**config.mk**
```make
export PLATFORM = sky130hd
export DESIGN_NAME = uart_tx_ctrl
export DESIGN_NICKNAME = d
export VERILOG_FILES = /design/src/rtl/uart_pkg.sv /design/src/rtl/uart_bit_timer.sv /design/src/rtl/uart_tx_ctrl.sv
export SDC_FILE = /design/constraint.sdc
export NUM_CORES = 1
export LEC_CHECK = 0
export ABC_CLOCK_PERIOD_IN_PS = 2600
export CORE_AREA = 2 2 52 54
export DETAILED_ROUTE_END_ITERATION = 8
export DIE_AREA = 0 0 54 56
export HOLD_SLACK_MARGIN = 0.05
export PLACE_DENSITY = 0.71
export SYNTH_ARGS = -nofsm -noshare
export SYNTH_HDL_FRONTEND = slang
export SYNTH_SLANG_ARGS = --single-unit
```
**constraint.sdc**
```tcl
create_clock -name clk_i -period 2.6 [get_ports clk_i]
set_input_delay 0.78 -clock clk_i [delete_from_list [all_inputs] [get_ports clk_i]]
set_output_delay 0.78 -clock clk_i [all_outputs]
set_load 0.05 [all_outputs]
```
**src/rtl/uart_pkg.sv**
```systemverilog
// Shared types and line-level constants for the UART transmit path.
package uart_pkg;

    typedef enum logic [1:0] {
        StIdle,
        StStart,
        StData,
        StStop
    } uart_state_e;

    localparam int unsigned DATA_BITS = 8;
    localparam logic        START_LVL = 1'b0;
    localparam logic        STOP_LVL  = 1'b1;
    localparam logic        IDLE_LVL  = 1'b1;

endpackage

```
**src/rtl/uart_bit_timer.sv**
```systemverilog
// Free-running bit-period counter; strobes bit_end_o on the last cycle of each serial bit.
module uart_bit_timer #(
    parameter int unsigned CLKS_PER_BIT = 10
) (
    input  logic clk_i,
    input  logic rst_i,
    input  logic clear_i,
    output logic bit_end_o
);

    localparam int unsigned CntW = (CLKS_PER_BIT > 1) ? $clog2(CLKS_PER_BIT) : 1;
    localparam logic [CntW-1:0] TermCnt = CntW'(CLKS_PER_BIT - 1);

    logic [CntW-1:0] cnt_q, cnt_d;

    assign bit_end_o = (cnt_q == TermCnt);

    // Wrapping at terminal count restarts the period for whichever state comes next.
    always_comb begin
        cnt_d = cnt_q + CntW'(1);
        if (clear_i || bit_end_o) begin
            cnt_d = '0;
        end
    end

    always_ff @(posedge clk_i or posedge rst_i) begin
        if (rst_i) begin
            cnt_q <= '0;
        end else begin
            cnt_q <= cnt_d;
        end
    end

endmodule

```
**src/rtl/uart_tx_ctrl.sv**
```systemverilog
// UART transmitter: start bit, 8 data bits LSB-first, stop bit, all outputs registered.
module uart_tx_ctrl
    import uart_pkg::*;
#(
    parameter int unsigned CLKS_PER_BIT = 10
) (
    input  logic       clk_i,
    input  logic       rst_i,
    input  logic       tx_start_i,
    input  logic [7:0] tx_data_i,
    output logic       tx_busy_o,
    output logic       tx_done_o,
    output logic       serial_out_o
);

    uart_state_e state_q;
    logic [7:0]  shift_q;
    logic [2:0]  idx_q;
    logic        serial_q;
    logic        busy_q;
    logic        done_q;
    logic        bit_end;

    // Timer is held at zero while idle so the start bit gets a full period.
    uart_bit_timer #(
        .CLKS_PER_BIT(CLKS_PER_BIT)
    ) u_bit_timer (
        .clk_i    (clk_i),
        .rst_i    (rst_i),
        .clear_i  (state_q == StIdle),
        .bit_end_o(bit_end)
    );

    always_ff @(posedge clk_i or posedge rst_i) begin
        if (rst_i) begin
            state_q  <= StIdle;
            shift_q  <= '0;
            idx_q    <= '0;
            serial_q <= IDLE_LVL;
            busy_q   <= 1'b0;
            done_q   <= 1'b0;
        end else begin
            done_q <= 1'b0;
            unique case (state_q)
                StIdle: begin
                    if (tx_start_i) begin
                        shift_q  <= tx_data_i;
                        idx_q    <= '0;
                        serial_q <= START_LVL;
                        busy_q   <= 1'b1;
                        state_q  <= StStart;
                    end
                end
                StStart: begin
                    if (bit_end) begin
                        idx_q    <= '0;
                        serial_q <= shift_q[0];
                        state_q  <= StData;
                    end
                end
                StData: begin
                    if (bit_end) begin
                        shift_q <= {1'b0, shift_q[7:1]};
                        if (idx_q == 3'(DATA_BITS - 1)) begin
                            serial_q <= STOP_LVL;
                            state_q  <= StStop;
                        end else begin
                            idx_q    <= idx_q + 3'd1;
                            serial_q <= shift_q[1];
                        end
                    end
                end
                StStop: begin
                    if (bit_end) begin
                        serial_q <= IDLE_LVL;
                        busy_q   <= 1'b0;
                        done_q   <= 1'b1;
                        state_q  <= StIdle;
                    end
                end
                default: begin
                    state_q <= StIdle;
                end
            endcase
        end
    end

    assign tx_busy_o    = busy_q;
    assign tx_done_o    = done_q;
    assign serial_out_o = serial_q;

endmodule

```
==> parameters.txt <==
Parameter                              Value

Detailed routing
  Total Routed Length ... about 2100 um
  Number of nets with antenna violations after detailed routing ... 0
  Detailed-route via count ... 816
  Number of iterations in the first detailed-routing pass ... 4
  DRC Markers ... 0
  WL/cell ... about 15 um
  Starting DRC count in detailed routing ... 13
  Mean number of vias per cell ... 5.55

Die
  Die area ... about 3000 um2
  X dimension of the die ... ~54 um
  Starting density of the core ... 49.2%
  Die Y-Extent ... ~56 um
  Number of top-level pins ... 14
  Number of standard-cell rows in the floorplan ... 18
  Core Region ... between 2000 and 2500 um2

Layout
  Total inserted antenna cells ... 0
  Ratio of cells with drive above 1 in the final layout ... a little under a quarter
  Signed area change from the synthesized netlist to the final layout ... 14.3%
  Final nets ... between 100 and 150
  Layout Cell Area excl Fill ... between 1000 and 1500 um2

Critical path
  Dominant delay contributor by cell family on the critical path ... buffers and inverters
  Biggest fanout along the worst timing path ... 2
  Total stage count of the critical path ... 1
  Max stage delay cell, worst path ... clkdlybuf4s50_1
  WP data required ... 1.82 ns
  Critical path startpoint category ... flip-flop
  Critical path buffers and inverters ... 1
  Element type at the critical path end ... output port
  Crit path cell chain ... clkdlybuf4s50_1
  Worst-case reg-to-reg path depth ... 6
  Data arrival time of the critical path ... about 1.6 ns
  Type of the setup path with the least slack ... flip-flop to output port
  Largest incremental delay on the critical path ... 0.79 ns

Global route
  Pin count of the biggest net entering global routing ... 21
  Total global-route track usage ... roughly 16%
  Via count of the first global-routing pass ... slightly below 900
  Wire length of the first global-routing pass ... 3730 um
  Number of antenna violations at the first check in global routing ... 0
  Overflow left after global routing ... 0

Placed design
  Placed cell area ... 1340 um2
  Final weighted congestion in routability-driven placement ... 0.808
  DP HPWL ... 1620 um
  Pre-CTS worst setup slack ... ~0.27 ns
  Count of buffers inserted at the top-level ports ... 13

Clocking
  Post-CTS repair timing setup buffer count ... 0
  Depth of the CTS H-tree ... 1
  Number of clock buffers inserted by TritonCTS ... 3
  Worst-case clock buffer depth ... 2
  Root buffer selected by CTS ... clkbuf_4
  Clock tree from TritonCTS ... done
  Clock transition time at the flip-flop clock pins of the worst setup and hold paths ... approximately 0.11 ns
  Worst skew pair latency ... 0.30 ns
  Clock tree sinks ... 20
  Post-cts gate resize count ... 0
  Post-cts hold buffer count ... 0

Yosys
  Synth Cell Area ... approximately 1200 um2
  Yosys warnings ... 0
  Synth Flop Type ... dfrtp_1
  Mean post-synth cell area ... ~12 um2
  Count of flip-flops with a built-in enable after synthesis ... 0
  Post-Synthesis Cells ... ~100
  Fraction of the yosys area taken by sequential cells ... a little over two fifths
  Synth cell types ... 32
  Total of flip-flops plus latches after synthesis ... 20
  Post-Synthesis Net Count ... ~120
  Fraction of synthesis flops using an asynchronous set or reset pin ... 100%

STA
  Worst hold margin ... roughly 0.50 ns
  Number of endpoints failing setup at the final stage ... 0
  Number of endpoints with negative hold slack in the final report ... 0
  Clock period minus final worst setup slack ... roughly 2.4 ns
  Final max-slew violation count ... 0
  Setup ws final ... 0.194 ns
  Actual slew at the worst max-slew pin ... between 0.4 and 0.5 ns
  Rel. slew slack ... between 60 and 70%
  Final worst-path cycle share ... about 90%
  Upper clock frequency limit ... 416 MHz
  Setup repair after global routing missed its margin ... no
  Worst-case clock skew ... 0.0111 ns
  Total negative slack for setup checks ... 0 ns

Power
  Internal cell power ... just under 0.4 mW
  Max VDD drop ... 0.296 mV
  Clock network fraction of total power ... between 30 and 40%
  Switching power total ... 0.113 mW
  Overall power consumption ... between 0.5 and 0.6 mW
  Switch share ... about 22%
  Total power density per cell area ... approximately 370 nW/um2
  Proportion of power drawn by combinational gates ... 6.7%
  Sequential group share of total power ... a little over 60%
  Leakage power summed over all cells ... about 0.66 nW

Min path
  Hold path depth ... 2
  Class of the most critical hold timing path ... flip-flop to flip-flop

Outcome
  Run status ... completed

Job
  Max-cap check violation count ... 0
## routing by layer
metal | vias up | wire (um) | track usage, %
met4 | 0 | 69 | 8.21
li1 | 392 | - | -
met5 | - | 0 | 0
met2 | 16 | 1080 | 26.5
met3 | 8 | 50 | 2.42
met1 | 400 | 950 | 20.8
## power groups by stage
| stage | Sequential [mW] | Clock (mW) | Combinational, mW |
|---|---|---|---|
| after floorplan | 0.326 | 0 | 0.0107 |
| after global placement | 0.323 | 0 | 0.0344 |
| after detailed placement | 0.323 | 0 | 0.0352 |
| after CTS | 0.317 | 0.162 | 0.0353 |
| after global routing | 0.318 | 0.175 | 0.0375 |
| final | 0.317 | 0.157 | 0.0343 |
## Yosys cell counts, drive strengths merged (2+ instances only)
master	instances	area share, %
nor3	3	1.3
mux2	15	14
o21ai	3	1.3
ha	9	9.4
dfrtp	19	40
nor4	3	1.6
nand2	3	0.94
buf	4	3.4
inv	9	2.8
a211o	4	2.9
and3	3	1.6
a21oi	5	2.1
o2bb2ai	3	2.2
and3b	2	1.5
## state kept, by name (all words and copies together), names as in the netlist
register,flops
serial_out_o,1
tx_busy_o,1
shift_q,8
u_bit_timer.cnt_q,4
idx_q,3
tx_done_o,1
state_q,2
## final timing paths
| check | from | end | slack [ns] |
|---|---|---|---|
| min | serial_out_o | serial_out_o | 0.50 |
| max | serial_out_o | serial_out_o | 0.19 |
| max reg2reg | state_q[0] | shift_q[5] | 0.38 |
| max in group asynchronous | rst_i | serial_out_o | 1.53 |
| min in group asynchronous | rst_i | idx_q[2] | 0.78 |
| min reg2reg | serial_out_o | serial_out_o | 0.50 |
## metrics by stage
step                util [%]  instances
finish                  56.3        147
global route            56.3        147
CTS                     56.3        147
detailed placement      55.2        143
global placement        55.2        143
floorplan                  -        102
## cell usage in the layout (no fill, tap or decap)
cell type and instances:
dfrtp_1 19, mux2_2 15, clkdlybuf4s50_1 13, inv_1 9, ha_1 9, a21oi_1 5, a211o_1 4, nor3_1 3
o21ai_0 3, o2bb2ai_1 3, nand2_1 3, and3_1 3, nor4_1 3, clkbuf_4 3, buf_4 3, and3b_1 2
nand3b_4 1, nor2_1 1, nor2b_4 1, a211oi_4 1, or3_4 1, a221oi_2 1, a2bb2oi_1 1, xnor2_1 1
or3b_2 1, a21boi_0 1, and2_1 1, mux2i_1 1, a21o_1 1, nand3_1 1, nand2b_1 1, clkbuf_1 1
dfstp_2 1
## cells by family after synthesis
family,count (synthesis),share of synthesized area (%)
and+or+nand+nor,22,13.1
xor gates and xnor gates,1,0.732
AOI/OAI and AO/OA,20,13.4
muxes,16,14.9
DFF,20,41.9
buffers and inverters,14,6.58
adders and majority gates,9,9.40
## area by class of cell
type,count,area [um2]
clock buffer,4,26.3
fill,212,1060
tap,30,37.5
timing repair buffer,16,153
multi-input combinational,68,617
sequential,20,502
inverter,9,33.8
No activity file was read; power rests on OpenSTA's default activity.
